[config.mk]
export PLATFORM = sky130hd
export DESIGN_NAME = star_camsub_seq
export DESIGN_NICKNAME = d
export VERILOG_FILES = /design/src/rtl/star_pkg.sv /design/src/rtl/star_row_buf.sv /design/src/rtl/star_camsub_seq.sv
export SDC_FILE = /design/constraint.sdc
export NUM_CORES = 1
export LEC_CHECK = 0
export BUFFER_PORTS_ARGS = -buffer_cell sky130_fd_sc_hd__buf_2
export CAP_MARGIN = 20
export CORE_MARGIN = 3
export CORE_UTILIZATION = 50
export CTS_CLUSTER_SIZE = 24
export DETAILED_ROUTE_END_ITERATION = 10
export GPL_TIMING_DRIVEN = 0
export MAX_ROUTING_LAYER = met4
export PLACE_DENSITY = 0.73
export SYNTH_ARGS = -nofsm -noshare
export SYNTH_HDL_FRONTEND = slang
export SYNTH_HIERARCHICAL = 1
export SYNTH_SLANG_ARGS = --single-unit
[constraint.sdc]
create_clock -name clk -period 4.16 [get_ports clk]
set_input_delay 0.624 -clock clk [delete_from_list [all_inputs] [get_ports clk]]
set_output_delay 0.624 -clock clk [all_outputs]
set_load 0.01 [all_outputs]
[src/rtl/star_pkg.sv]
// Shared definitions for the STAR softmax front end.
//   DEF_VEC_LEN   : default elements per vector (row)
//   DEF_LUT_LEN   : default width of the CAMSUB one-hot match vector
//   DEF_MV_OFFSET : default offset mapping signed xi to a one-hot position
//   star_seq_state_t : state encoding of the CAMSUB initiator FSM
package star_pkg;

    localparam int DEF_VEC_LEN   = 16;
    localparam int DEF_LUT_LEN   = 64;
    localparam int DEF_MV_OFFSET = 20;

    typedef enum logic [2:0] {
        S_IDLE  = 3'd0,
        S_FETCH = 3'd1,
        S_FIND  = 3'd2,
        S_FLUSH = 3'd3,
        S_DONE  = 3'd4
    } star_seq_state_t;

endpackage

[src/rtl/star_row_buf.sv]
// Row buffer: VEC_LEN x 8-bit register file plus a running signed maximum.
//   clk, rst : clock, asynchronous active-high reset
//   clear    : zero all entries and the maximum
//   wr_en, wr_idx, wr_data : element write; writing index 0 restarts the max
//   rd_idx, rd_data        : combinational element read
//   row_max  : signed maximum of the elements written since index 0
module star_row_buf
    import star_pkg::*;
#(
    parameter int  VEC_LEN = DEF_VEC_LEN,
    localparam int IDX_W   = $clog2(VEC_LEN)
) (
    input  logic                    clk,
    input  logic                    rst,
    input  logic                    clear,
    input  logic                    wr_en,
    input  logic [IDX_W-1:0]        wr_idx,
    input  logic signed [7:0]       wr_data,
    input  logic [IDX_W-1:0]        rd_idx,
    output logic signed [7:0]       rd_data,
    output logic signed [7:0]       row_max
);

    logic signed [7:0] mem [VEC_LEN];

    always_ff @(posedge clk or posedge rst) begin
        if (rst) begin
            for (int i = 0; i < VEC_LEN; i++) mem[i] <= '0;
            row_max <= '0;
        end else if (clear) begin
            for (int i = 0; i < VEC_LEN; i++) mem[i] <= '0;
            row_max <= '0;
        end else if (wr_en) begin
            mem[wr_idx] <= wr_data;
            // Element 0 seeds the max so a row never inherits the previous row's max.
            if (wr_idx == '0 || wr_data > row_max) row_max <= wr_data;
        end
    end

    assign rd_data = mem[rd_idx];

endmodule

[src/rtl/star_camsub_seq.sv]
// CAMSUB initiator for the STAR softmax front end. Fetches NUM_VEC rows of
// VEC_LEN signed bytes from data memory, streams each element to the CAMSUB
// responder, then issues FindSub readouts and forwards the returned xi-max
// values. Both responder results are checked against a local reference and
// mismatches are counted in saturating counters.
//
// Strobe protocol (no back-pressure): every *_req is a single-cycle request
// that is always accepted; its response is valid exactly one cycle later
// (data after data_req, i_xi_MV after CAMSUB_req, sub_xi after FindSub_req).
//
// Ports:
//   clk, reset            : clock, asynchronous active-high reset
//   start                 : run request, sampled only in IDLE
//   data_req, data_addr   : memory read request / address
//   data                  : memory read data
//   CAMSUB_req, xi        : element insert strobe / value
//   i_xi_MV               : responder one-hot match vector
//   FindSub_req, sub_xi   : subtraction readout strobe / responder result
//   sub_valid, sub_data, sub_idx : registered result stream
//   busy, done            : activity flag, end-of-run pulse
//   mv_err_cnt, sub_err_cnt : saturating mismatch counters
//   state                 : current FSM state (debug visibility)
module star_camsub_seq
    import star_pkg::*;
#(
    parameter int  VEC_LEN   = DEF_VEC_LEN,
    parameter int  NUM_VEC   = 16,
    parameter int  ADDR_W    = 9,
    parameter int  LUT_LEN   = DEF_LUT_LEN,
    parameter int  MV_OFFSET = DEF_MV_OFFSET,
    localparam int IDX_W     = $clog2(VEC_LEN)
) (
    input  logic                clk,
    input  logic                reset,
    input  logic                start,
    output logic                data_req,
    output logic [ADDR_W-1:0]   data_addr,
    input  logic [7:0]          data,
    output logic                CAMSUB_req,
    output logic signed [7:0]   xi,
    input  logic [LUT_LEN-1:0]  i_xi_MV,
    output logic                FindSub_req,
    input  logic signed [7:0]   sub_xi,
    output logic                sub_valid,
    output logic [7:0]          sub_data,
    output logic [IDX_W-1:0]    sub_idx,
    output logic                busy,
    output logic                done,
    output logic [15:0]         mv_err_cnt,
    output logic [15:0]         sub_err_cnt,
    output star_seq_state_t     state
);

    localparam int ROW_W = (NUM_VEC > 1) ? $clog2(NUM_VEC) : 1;
    localparam int K_W   = IDX_W + 1;   // k runs 0..VEC_LEN+1
    localparam logic [K_W-1:0]   K_LAST     = K_W'(VEC_LEN + 1);
    localparam logic [K_W-1:0]   K_REQ_LAST = K_W'(VEC_LEN - 1);
    localparam logic [IDX_W-1:0] J_LAST     = IDX_W'(VEC_LEN - 1);
    localparam logic [ROW_W-1:0] ROW_LAST   = ROW_W'(NUM_VEC - 1);

    logic [ROW_W-1:0]  row;
    logic [K_W-1:0]    k;
    logic [IDX_W-1:0]  j;
    logic              rd_pend;     // data is valid this cycle
    logic [IDX_W-1:0]  rd_idx;
    logic              chk_pend;    // i_xi_MV is valid this cycle
    logic signed [7:0] chk_xi;
    logic              sub_pend;    // sub_xi is valid this cycle
    logic [IDX_W-1:0]  sub_j;
    logic signed [7:0] buf_rd;
    logic signed [7:0] row_max;
    logic [7:0]        sub_exp;

    // One-hot position of xi; values mapping outside the LUT expect no match.
    function automatic logic [LUT_LEN-1:0] mv_expect(input logic signed [7:0] v);
        int p;
        p = int'(v) + MV_OFFSET;
        for (int i = 0; i < LUT_LEN; i++) mv_expect[i] = (p == i);
    endfunction

    star_row_buf #(.VEC_LEN(VEC_LEN)) u_row_buf (
        .clk     (clk),
        .rst     (reset),
        .clear   (state == S_IDLE && start),
        .wr_en   (rd_pend),
        .wr_idx  (rd_idx),
        .wr_data (data),
        .rd_idx  (sub_j),
        .rd_data (buf_rd),
        .row_max (row_max)
    );

    // Reference result, wrapping in 8 bits like the responder.
    assign sub_exp = 8'(buf_rd - row_max);

    always_ff @(posedge clk or posedge reset) begin
        if (reset) begin
            state       <= S_IDLE;
            row         <= '0;
            k           <= '0;
            j           <= '0;
            data_req    <= 1'b0;
            data_addr   <= '0;
            CAMSUB_req  <= 1'b0;
            xi          <= '0;
            FindSub_req <= 1'b0;
            rd_pend     <= 1'b0;
            rd_idx      <= '0;
            chk_pend    <= 1'b0;
            chk_xi      <= '0;
            sub_pend    <= 1'b0;
            sub_j       <= '0;
            sub_valid   <= 1'b0;
            sub_data    <= '0;
            sub_idx     <= '0;
            busy        <= 1'b0;
            done        <= 1'b0;
            mv_err_cnt  <= '0;
            sub_err_cnt <= '0;
        end else begin
            // Response pipelines run every cycle; they are idle outside a run.
            rd_pend    <= data_req;
            rd_idx     <= k[IDX_W-1:0];
            CAMSUB_req <= rd_pend;
            if (rd_pend) xi <= data;
            chk_pend   <= CAMSUB_req;
            chk_xi     <= xi;
            if (chk_pend && i_xi_MV != mv_expect(chk_xi) && mv_err_cnt != 16'hFFFF)
                mv_err_cnt <= mv_err_cnt + 16'd1;
            sub_pend   <= FindSub_req;
            sub_j      <= j;
            sub_valid  <= sub_pend;
            if (sub_pend) begin
                sub_data <= sub_xi;
                sub_idx  <= sub_j;
                if (sub_xi != sub_exp && sub_err_cnt != 16'hFFFF)
                    sub_err_cnt <= sub_err_cnt + 16'd1;
            end
            done <= 1'b0;

            case (state)
                S_IDLE: begin
                    if (start) begin
                        state       <= S_FETCH;
                        busy        <= 1'b1;
                        row         <= '0;
                        k           <= '0;
                        data_req    <= 1'b1;
                        data_addr   <= '0;
                        mv_err_cnt  <= '0;
                        sub_err_cnt <= '0;
                    end
                end
                S_FETCH: begin
                    k        <= k + K_W'(1);
                    data_req <= (k < K_REQ_LAST);
                    if (k < K_REQ_LAST) data_addr <= data_addr + ADDR_W'(1);
                    if (k == K_LAST) begin
                        state       <= S_FIND;
                        j           <= '0;
                        FindSub_req <= 1'b1;
                    end
                end
                S_FIND: begin
                    j <= j + IDX_W'(1);
                    if (j == J_LAST) begin
                        state       <= S_FLUSH;
                        FindSub_req <= 1'b0;
                    end
                end
                S_FLUSH: begin
                    if (row != ROW_LAST) begin
                        row       <= row + ROW_W'(1);
                        state     <= S_FETCH;
                        k         <= '0;
                        data_req  <= 1'b1;
                        // Rows are contiguous: next row starts right after the last address.
                        data_addr <= data_addr + ADDR_W'(1);
                    end else begin
                        state <= S_DONE;
                        done  <= 1'b1;
                    end
                end
                S_DONE: begin
                    state <= S_IDLE;
                    busy  <= 1'b0;
                end
                default: begin
                    state <= S_IDLE;
                    busy  <= 1'b0;
                end
            endcase
        end
    end

endmodule

Yosys cells after proc, flatten, opt, wreduce, memory -nomap -nowiden. Cells that the tools add are included.

Input bits: 83. Flip-flop bits (word level): 238.

Reduce and logical (&&, ||, !) cells: 23. Equal/unequal tests: 78. Add/subtract/negate cells: 8. Bitwise gates (word level): 3. Order comparisons: 5. Mux-type cells: 44.

Operator list (count): 9-bit by 7-bit equality test with 1-bit output (second input constant) (32); 128-bit two-way mux (2); 9-bit by 6-bit equality test with 1-bit output (second input constant) (16); 128-bit bitwise mux (1); 16-bit two-way mux (7); 9-bit by 5-bit equality test with 1-bit output (second input constant) (8); 64-bit != test (1); 8-bit two-way mux (6); 9-bit by 4-bit equality test with 1-bit output (second input constant) (4); 16-bit by 1-bit adder with 16-bit output (second input constant) (2); 8-bit binary-select mux with 4-bit select (1); 8-bit demux with 4-bit select (1); 32-bit logical NOT (1); 16-bit != test (second input constant) (2); 9-bit two-way mux (3); 9-bit case mux with 3 select lines (1); 9-bit by 3-bit equality test with 1-bit output (second input constant) (2); 4-bit case mux with 2 select lines (2); 5-bit case mux with 3 select lines (1); 3-bit two-way mux (4); 4-bit two-way mux (3); 3-bit case mux with 4 select lines (1); 3-bit AND reduction (4); 5-bit greater-or-equal comparator (second input constant) (2); other kinds (31) (54).

Logic depth before layout (Yosys ltp). Gate-level depths: netlist (run 1).

Word-level depth: 11. Mapped depth: 19.

Cells and area by module. The synthesis (run 1) kept the hierarchy.

By module, submodules not included: star_row_buf (times used 1, sequential area each 3403.3 um^2, cells an instance 565, area each 6985.4 um^2); star_camsub_seq (times used 1, sequential area each 2552.4 um^2, cells an instance 727, area each 6552.5 um^2).

Worst setup path before layout (run 1). No wires, ideal clock.

Kind: reg-to-reg. From: register sub_j[0]. To: register sub_err_cnt[0]. Buffers on the path: 4. Stages on the path, launching flop included: 19. Data required time: 4.028 ns. Setup time: 0.132 ns. Path slack: 0.196 ns. Data arrival time: 3.832 ns. Period minus slack after synthesis: 3.964 ns. Cell sequence: dfrtp_1 buf_6 buf_6 mux4_1 mux4_2 inv_1 ha_1 fa_1 nor2b_1 o21ai_0 a21boi_0 or4_1 nand3_1 nand4_1 o21ai_0 clkbuf_1 clkbuf_1 xor2_1 nor2_1.

Word-level cells in the longest chain between the ends: 11.

Ends and longest elaborated chain: start: declaration (line star_camsub_seq.sv:69) `logic [IDX_W-1:0] sub_j;`; start signal: assignment (line star_camsub_seq.sv:131) `sub_j <= j;`; 4-bit inverter with 5-bit output (not written as such) (*) (line star_row_buf.sv:40) `assign rd_data = mem[rd_idx];`; 8-bit binary-select mux with 4-bit select (*) (line star_row_buf.sv:40); 8-bit two-way mux (not written as such) (*) (2 in series) (line star_row_buf.sv:40); named net buf_rd[0] (line star_camsub_seq.sv:70) `logic signed [7:0] buf_rd;`; 8-bit subtractor (*) (line star_camsub_seq.sv:94) `assign sub_exp = 8'(buf_rd - row_max);`; 8-bit != test (*) (line star_camsub_seq.sv:136) `if (sub_xi != sub_exp && sub_err_cnt != 16'hFFFF)`; 1-bit logical AND (*) (line star_camsub_seq.sv:136); 16-bit two-way mux (*) (line star_camsub_seq.sv:136); 16-bit two-way mux (*) (line star_camsub_seq.sv:133) `if (sub_pend) begin`; 16-bit two-way mux (line star_camsub_seq.sv:143) `if (start) begin`; 16-bit two-way mux (*) (line star_camsub_seq.sv:141) `case (state)`; end signal: assignment (line star_camsub_seq.sv:137) `sub_err_cnt <= sub_err_cnt + 16'd1;`; end: declaration (line star_camsub_seq.sv:50) `output logic [15:0] sub_err_cnt,`.

The timed path passes the listed nets; every way through them passes the cells marked *. The select of a mux whose other input is x is not followed. A chain may end at the register's enable or synchronous reset.

Final worst setup path (run 1). Ends and elaborated chain as after synthesis.

==> run summary, run 1 <==
Crit-path max cell delay - 510 ps
Dominant delay contributor by cell family on the critical path - multiplexers
Y dimension of the die - 171 um
Synthesis-stage register bit count - 238
Placer Congestion - 0.944
CTS max path bufs - 3
Crit end category - flop
Slew @ Worst Pin - 782 ps
Number of antenna violations at the first check in global routing - 1
Max Clock Skew - 15.6 ps
Leak pwr - 0.00741 uW
Placement Setup Slack - -633 ps
Total instance count after detailed placement - 1783
Number of distinct library cell variants in the gate-level netlist after synthesis - 81
Data arrival at the endpoint of the critical path - 4340 ps
Total count of hold-check failures in the final report - 0
Hold Path Class - in2async
Detailed Route Iter0 Violations - 1011
Starting Density - 51.4%
Ratio of cells with drive above 1 in the final layout - 21.6%
HPWL after detailed placement - 28200 um
Outcome - finished, final reports clean
Mapped Cells - 1292
Via count normalized by instance count - 6.05
Final Total Pwr - 9970 uW
Area added between synthesis and finish - 17.0%
Type of the worst setup path - reg2reg
Power per cell area - 629 mW/mm^2
Number of rows in the core area - 59
Clock net sink count - 238
Final-report setup violation count - 0
Tcrit/Tclk final - 94.9%
CP startpoint kind - flop
Predominant post-synthesis flop cell - sky130_fd_sc_hd__dfrtp_1
Count of buffering cells on the critical path with inverters included - 5
Mapped Area - 0.0135 sq mm
Core Area - 0.0264 sq mm
Die Footprint - 0.0291 sq mm
Fillcell total - 2184
Maximum number of pins on one net before global-route repair - 72
Top area cells in the synthesized netlist - sky130_fd_sc_hd__dfrtp_1, sky130_fd_sc_hd__mux2i_1, sky130_fd_sc_hd__mux4_1, sky130_fd_sc_hd__nor2_1, sky130_fd_sc_hd__nand2b_1
TNS Setup - 0 ps
Sequential cell area fraction in the yosys report - 44.0%
Post-synth net total - 1398
TritonCTS clock tree - yes
Average cell area after synthesis - 10.5 sq um
Data required time of the worst path - 4550 ps
Global routing usage on met1 - 37.2%
Post-detailed-route DRC marker count - 0
Count of flip-flops with a built-in enable after synthesis - 0
Yosys warnings - 6
Leftover overflow at the end of global routing - 0
Wire length of the first global-routing pass - 60700 um
Number of buffers added to fix hold violations after cts - 0
Clock-pin slew reported for the worst setup and hold paths after clock tree synthesis - 60 ps
Total global-route track usage - 26.8%
Fmax - 0.253 GHz
Relative slew slack - 47.8%
Number of pins exceeding their max-slew limit in the final report - 0
Insertion delay to the later sink of the worst-skew pair - 530 ps
Number of buffers inserted during clock tree synthesis - 27
Total routed wirelength - 38300 um
Cell-by-cell trace of the critical path - buf_6, buf_12, mux4_2, mux4_2, inv_1, ha_2, fa_2, nor2b_1, o21ai_1, a21boi_2, or4_1, nand3_1, nand4_1, o21ai_2, buf_4, buf_6, xor2_1, nor2_1
Final worst setup slack - 212 ps
Count of buffers from port buffering - 152
Async set or reset register ratio after synthesis - 100%
Worst vdd rail ir drop - 558 uV
Largest area contributor in the synthesized netlist - sky130_fd_sc_hd__dfrtp_1
Number of vias in the routed layout - 11200
Post-detailed-route wirelength per cell - 20.8 um
Net count of the finished layout - 1594
Root Driver - sky130_fd_sc_hd__clkbuf_16
Number of optimization iterations in the first detailed-route pass - 5
Critical Path Slowest Stage Cell - sky130_fd_sc_hd__mux4_2
Horizontal die dimension - 171 um
GRT busiest layer - met2
Fraction of post-synthesis cell area in the top cell type by area - 44.0%
Worst slack on hold paths - 134 ps
Crit-path max FO - 10
Number of global-route vias before repair - 11000
Max-cap violation count - 0
Met3 demand-to-capacity share in global routing - 3.19%
H-tree Lvls - 1
Final period demand of the worst path - 3950 ps
Residual antenna-violating net count after detailed routing - 0
Met2 track demand over resource in global routing - 41.8%
Final standard cell count with taps included and fillers excluded - 1844
I/O pin total - 153
==> flip-flops by register name, indices dropped and copies added, names as in the netlist, 3 cells and up <==
register and flops:
u_row_buf/mem 128, mv_err_cnt 16, sub_err_cnt 16, data_addr 9
chk_xi 8, sub_data 8, u_row_buf/row_max 8, xi 8
k 5, j 4, rd_idx 4, row 4
sub_idx 4, sub_j 4, state 3
==> logic make-up after synthesis <==
group,count (synthesis),synth area share (%)
XOR/XNOR,29,1.88
buffers and inverters,123,4.32
AO/OA/AOI/OAI,194,9.58
multiplexers,203,19.8
AND/OR/NAND/NOR,482,18.3
flip-flops,238,44.0
adder cells (fa/ha/maj),23,2.18
==> stage by stage <==
step                utilization [%]  area [sq um]
CTS                            59.6         15700
floorplan                         -         13500
finish                         60.1         15800
detailed placement             56.2         14800
global placement               55.9         14700
global route                   60.1         15800
==> Yosys cell counts (all sizes together), types with 4 or more instances <==
cell type    n
mux2i      139
buf         36
nor3b        7
nor2       181
a32oi        4
inv         37
nor3        19
o32ai        5
ha          22
nor4        10
a211oi       5
o21ai       53
or4         16
dfrtp      238
o2111ai      4
nand3       44
o22ai        7
o41ai        5
o211ai      13
mux4        40
o31ai       11
nand2b      45
nor2b       11
mux2        24
and3b        4
nand4       13
a21oi       44
clkbuf      50
a21boi       5
and3        16
or3         17
nand2       72
xnor2       13
xor2        16
and2         7
o31a         6
a211o        5
nand3b       6
==> cell type report <==
cell class / count / area, sq um / area share, %
clock buffers: 39 / 811 / 5.12
diodes: 2 / 5.00 / 0.0316
clock inverters: 9 / 47.5 / 0.300
multi-input cells: 931 / 7000 / 44.2
well taps: 335 / 419 / 2.65
inverters: 37 / 145 / 0.916
plain buffers: 86 / 503 / 3.18
repair buffers: 167 / 947 / 5.98
flip-flops and latches: 238 / 5960 / 37.6
==> cell usage in the layout, fill, tap and decap left out, types with 13 or more instances in the layout <==
cell type / synthesis / final
sky130_fd_sc_hd__mux2_2: 22 / 22
sky130_fd_sc_hd__o21ai_0: 48 / 43
sky130_fd_sc_hd__nand2b_1: 45 / 45
sky130_fd_sc_hd__nand3_1: 43 / 43
sky130_fd_sc_hd__clkbuf_16: 0 / 27
sky130_fd_sc_hd__or3_1: 17 / 17
sky130_fd_sc_hd__buf_2: 13 / 164
sky130_fd_sc_hd__o211ai_1: 13 / 13
sky130_fd_sc_hd__mux4_1: 29 / 22
sky130_fd_sc_hd__ha_1: 22 / 20
sky130_fd_sc_hd__buf_4: 6 / 16
sky130_fd_sc_hd__dfrtp_1: 238 / 238
sky130_fd_sc_hd__mux2i_1: 138 / 138
sky130_fd_sc_hd__clkbuf_1: 43 / 42
sky130_fd_sc_hd__xor2_1: 16 / 16
sky130_fd_sc_hd__nand2_1: 71 / 71
sky130_fd_sc_hd__nor3_1: 18 / 18
sky130_fd_sc_hd__a21oi_1: 44 / 44
sky130_fd_sc_hd__or4_1: 15 / 15
sky130_fd_sc_hd__nor2_1: 171 / 171
sky130_fd_sc_hd__inv_1: 37 / 35
sky130_fd_sc_hd__mux4_2: 11 / 18
sky130_fd_sc_hd__and3_1: 16 / 16
==> path summary, 6_finish.rpt <==
check                                    from                            end  slack [ps]  cells after the start
min in group clk                      data[1]              xi[1]$_DFFE_PP0P_         380                      2
setup reg to reg           sub_j[0]$_DFF_PP0_       sub_err_cnt[0]$_DFF_PP0_         210                     18
max in group asynchronous               reset  u_row_buf/mem[37]$_DFFE_PP0P_        3320                      3
hold / removal                          reset        sub_data[2]$_DFFE_PP0P_         130                      2
hold reg to reg             xi[4]$_DFFE_PP0P_            chk_xi[4]$_DFF_PP0_         390                      0
setup / recovery           sub_j[0]$_DFF_PP0_       sub_err_cnt[0]$_DFF_PP0_         210                     18
==> where the power goes <==
part           switching [uW]  leakage [uW]  internal [uW]  total, uW
Sequential                590       0.00312           3110       3700
Combinational            2210       0.00385           1780       3990
Clock                     933      0.000432           1340       2270
Total                    3740       0.00741           6230       9970
==> routing by layer <==
metal / wire [um] / vias to the layer above
li1: - / 5074
met1: 16800 / 5574
met2: 17900 / 423
met3: 2480 / 84
met4: 1110 / 0
met5: 0 / -
==> timing repair <==
action	CTS	global route
setup endpoints to repair	15	76
buffers inserted	2	9
pin swaps	2	7
resized for setup	13	31
No activity file was read; power rests on OpenSTA's default activity.
==> run 2, diff against run 1 <==
PLACE_DENSITY = 0.7   (was 0.73)
clock period = 4.6 ns   (was 4.16 ns; I/O delays follow)
==> run summary, run 2 (synthesis gave the netlist of run 1 again) <==
H-tree Lvls - 1 (unchanged)
Internal power summed over all cells - 5620 uW (was 6230 uW)
Final worst setup slack - 279 ps (was 212 ps)
Clock-pin slew reported for the worst setup and hold paths after clock tree synthesis - 60 ps (about the same)
Total count of hold-check failures in the final report - 0 (unchanged)
Outcome - finished, final reports clean (unchanged)
Leak pwr - 0.00737 uW (was 0.00741 uW)
Power share of the clock group - 24.3% (was 22.8%)
I/O pin total - 153 (unchanged)
Crit end category - flop (unchanged)
Critical Path Slowest Stage Cell - sky130_fd_sc_hd__mux4_1 (was sky130_fd_sc_hd__mux4_2)
Crit-path max cell delay - 630 ps (was 510 ps)
Most common library cell in the layout ignoring fill and taps - sky130_fd_sc_hd__dfrtp_1 (unchanged)
GRT busiest layer - met2 (unchanged)
Top reg by flops - u_row_buf/mem (unchanged)
Count of buffers from port buffering - 152 (unchanged)
Ratio of cells with drive above 1 in the final layout - 19.7% (was 21.6%)
Number of optimization iterations in the first detailed-route pass - 5 (unchanged)
Detailed Route Iter0 Violations - 952 (was 1011)
Wire length of the first global-routing pass - 59100 um (was 60700 um)
Root Driver - sky130_fd_sc_hd__clkbuf_16 (unchanged)
Post-detailed-route wirelength per cell - 20.4 um (was 20.8 um)
Tcrit/Tclk final - 93.9% (was 94.9%)
Final standard cell count with taps included and fillers excluded - 1832 (was 1844)
Insertion delay to the later sink of the worst-skew pair - 550 ps (was 530 ps)
Total global-route track usage - 26.1% (was 26.8%)
Total routed wirelength - 37400 um (was 38300 um)
Net switching power - 3310 uW (was 3740 uW)
Met2 track demand over resource in global routing - 40.4% (was 41.8%)
CP endpoint - sub_err_cnt[14]$_DFF_PP0_ (was sub_err_cnt[0]$_DFF_PP0_)
Final Total Pwr - 8930 uW (was 9970 uW)
Register area - 0.00596 sq mm (unchanged)
Combinational cell fraction of total power - 38.6% (was 40.0%)
Placement Setup Slack - -128 ps (was -633 ps)
Net count of the finished layout - 1581 (was 1594)
Final period demand of the worst path - 4320 ps (was 3950 ps)
R2R Setup Slk - 280 ps (was 210 ps)
Worst slack on hold paths - 209 ps (was 134 ps)
Unrepaired setup endpoints after global routing - false
Starting Density - 51.4% (unchanged)
Maximum number of pins on one net before global-route repair - 84 (was 72)
Clock net sink count - 238 (unchanged)
Power per cell area - 569 mW/mm^2 (was 629 mW/mm^2)
Global routing usage on met1 - 35.8% (was 37.2%)
Sequential fraction of design power - 37.1% (about the same)
Number of antenna violations at the first check in global routing - 1 (unchanged)
Number of vias in the routed layout - 10900 (was 11200)
Fillcell total - 2217 (was 2184)
Cell-by-cell trace of the critical path - buf_6, buf_6, mux4_1, mux4_2, ha_1, nor2b_1, o21ai_0, a21boi_0, o21ai_1, a21oi_1, xnor2_1, o21ai_1, clkbuf_1, or4_1, a21oi_1 (was buf_6, buf_12, mux4_2, mux4_2, inv_1, ha_2, fa_2, nor2b_1, o21ai_1, a21boi_2, or4_1, nand3_1, nand4_1, o21ai_2, buf_4, buf_6, xor2_1, nor2_1)
TritonCTS clock tree - yes (unchanged)
Startpoint of the worst setup timing path - sub_j[0]$_DFF_PP0_ (unchanged)
Placer Congestion - 0.958 (was 0.944)
Core Area - 0.0264 sq mm (unchanged)
Total instance count after detailed placement - 1781 (was 1783)
FF-to-FF Start - sub_j[0]$_DFF_PP0_ (unchanged)
HPWL after detailed placement - 27700 um (was 28200 um)
Number of pins exceeding their max-slew limit in the final report - 0 (unchanged)
Y dimension of the die - 171 um (unchanged)
Final-report setup violation count - 0 (unchanged)
Post-detailed-route DRC marker count - 0 (unchanged)
Relative slew slack - 45.6% (was 47.8%)
Slew @ Worst Pin - 815 ps (was 782 ps)
Horizontal die dimension - 171 um (unchanged)
Crit-path max FO - 10 (unchanged)
Max Clock Skew - 18.6 ps (was 15.6 ps)
Type of the worst setup path - reg2reg (unchanged)
Die Footprint - 0.0291 sq mm (unchanged)
Switching share of power - 37.1% (was 37.5%)
Number of rows in the core area - 59 (unchanged)
Total setup buffers inserted after CTS - 0 (was 2)
Data arrival at the endpoint of the critical path - 4770 ps (was 4340 ps)
Data required time of the worst path - 5050 ps (was 4550 ps)
Area added between synthesis and finish - 16.0% (was 17.0%)
CP startpoint kind - flop (unchanged)
CTS max path bufs - 3 (unchanged)
Residual antenna-violating net count after detailed routing - 0 (unchanged)
Via count normalized by instance count - 5.97 (was 6.05)
Number of buffers inserted during clock tree synthesis - 27 (unchanged)
Worst vdd rail ir drop - 455 uV (was 558 uV)
Reg2Reg Capture Point - sub_err_cnt[14]$_DFF_PP0_ (was sub_err_cnt[0]$_DFF_PP0_)
Leftover overflow at the end of global routing - 0 (unchanged)
Depth of the most critical reg-to-reg path - 15 (was 18)
Area used by multi-input combinational logic - 0.00700 sq mm (about the same)
Max-cap violation count - 0 (unchanged)
Highest-count cells in the layout ignoring fill and taps - sky130_fd_sc_hd__dfrtp_1, sky130_fd_sc_hd__nor2_1, sky130_fd_sc_hd__buf_2, sky130_fd_sc_hd__mux2i_1, sky130_fd_sc_hd__nand2_1 (unchanged)
Flip-flop count of the largest register after layout - 128 (unchanged)
Number of global-route vias before repair - 10800 (was 11000)
Hold Path Class - in2async (unchanged)
Registers with the most flip-flops - u_row_buf/mem x128, mv_err_cnt x16, sub_err_cnt x16 (unchanged)
Fmax - 0.231 GHz (was 0.253 GHz)
Met3 demand-to-capacity share in global routing - 4.09% (was 3.19%)
[run 2: cell types whose count changed in the layout (fill, tap and decap cells not counted), moves of 3 or more]
cell,delta
sky130_fd_sc_hd__clkbuf_4,+3
sky130_fd_sc_hd__clkbuf_1,+5
sky130_fd_sc_hd__buf_12,-7
sky130_fd_sc_hd__buf_4,-10
sky130_fd_sc_hd__mux4_1,+7
sky130_fd_sc_hd__mux4_2,-7
sky130_fd_sc_hd__clkinv_2,-3
[run 2: repair_timing]
item	4_1_cts	5_1_grt
hold buffers	0	0
gates resized for setup	2	8
endpoints found under the hold margin	0	0
gates cloned	0	0
endpoints found under the setup margin	8	15
[run 2: worst min-delay path by stage]
stage / startpoint / endpoint / depth (start not counted)
2_1_floorplan: j[1]$_DFFE_PP0P_ / sub_j[1]$_DFF_PP0_ / 0
3_3_place_gp: CAMSUB_req$_DFF_PP0_ / chk_pend$_DFF_PP0_ / 0
3_5_place_dp: CAMSUB_req$_DFF_PP0_ / chk_pend$_DFF_PP0_ / 0
4_1_cts: reset / u_row_buf/mem[55]$_DFFE_PP0P_ / 2
5_1_grt: reset / u_row_buf/mem[39]$_DFFE_PP0P_ / 2
6_report: reset / u_row_buf/mem[55]$_DFFE_PP0P_ / 2
[run 2: cell type report]
| class | instances | share of cell area (%) |
|---|---|---|
| Clock buffer | 40 | 5.06 |
| Clock inverter | 9 | 0.725 |
| Tap cell | 335 | 2.67 |
| Timing Repair Buffer | 154 | 5.19 |
| Buffer | 86 | 2.90 |
| Sequential cell | 238 | 37.9 |
| Multi-Input combinational cell | 931 | 44.6 |
| Inverter | 37 | 0.932 |
| Antenna cell | 2 | 0.0319 |
[run 2: stage by stage]
step	utilization (%)	TNS, ps	instance area, sq um
2_1_floorplan	-	0	13500
3_3_place_gp	55.8	-174310	14700
3_5_place_dp	56.1	-625	14800
4_1_cts	59.5	0	15700
5_1_grt	59.6	0	15700
6_report	59.6	0	15700
[run 2: worst max-delay path, delay by kind of cell (launching register included)]
| family | cells | cell delay, ps |
|---|---|---|
| buf+inv | 3 | 590 |
| fa+ha+maj | 1 | 310 |
| simple gates | 2 | 570 |
| compound gates | 6 | 960 |
| flops | 1 | 390 |
| xor+xnor | 1 | 240 |
| mux | 2 | 1170 |
[run 2: layer usage]
metal  routed length (um)  share of wire [%]
met5                    0                  0
met4                 1190                3.2
met3                 2430                6.5
met2                17300                 46
met1                16500                 44
[run 2: power groups by stage]
| stage | Sequential (uW) | Clock [uW] | Combinational, uW |
|---|---|---|---|
| 2_1_floorplan | 3250 | 0 | 2440 |
| 3_3_place_gp | 3300 | 0 | 3290 |
| 3_5_place_dp | 3330 | 0 | 3400 |
| 4_1_cts | 3310 | 2210 | 3430 |
| 5_1_grt | 3410 | 2300 | 3810 |
| 6_report | 3310 | 2170 | 3450 |
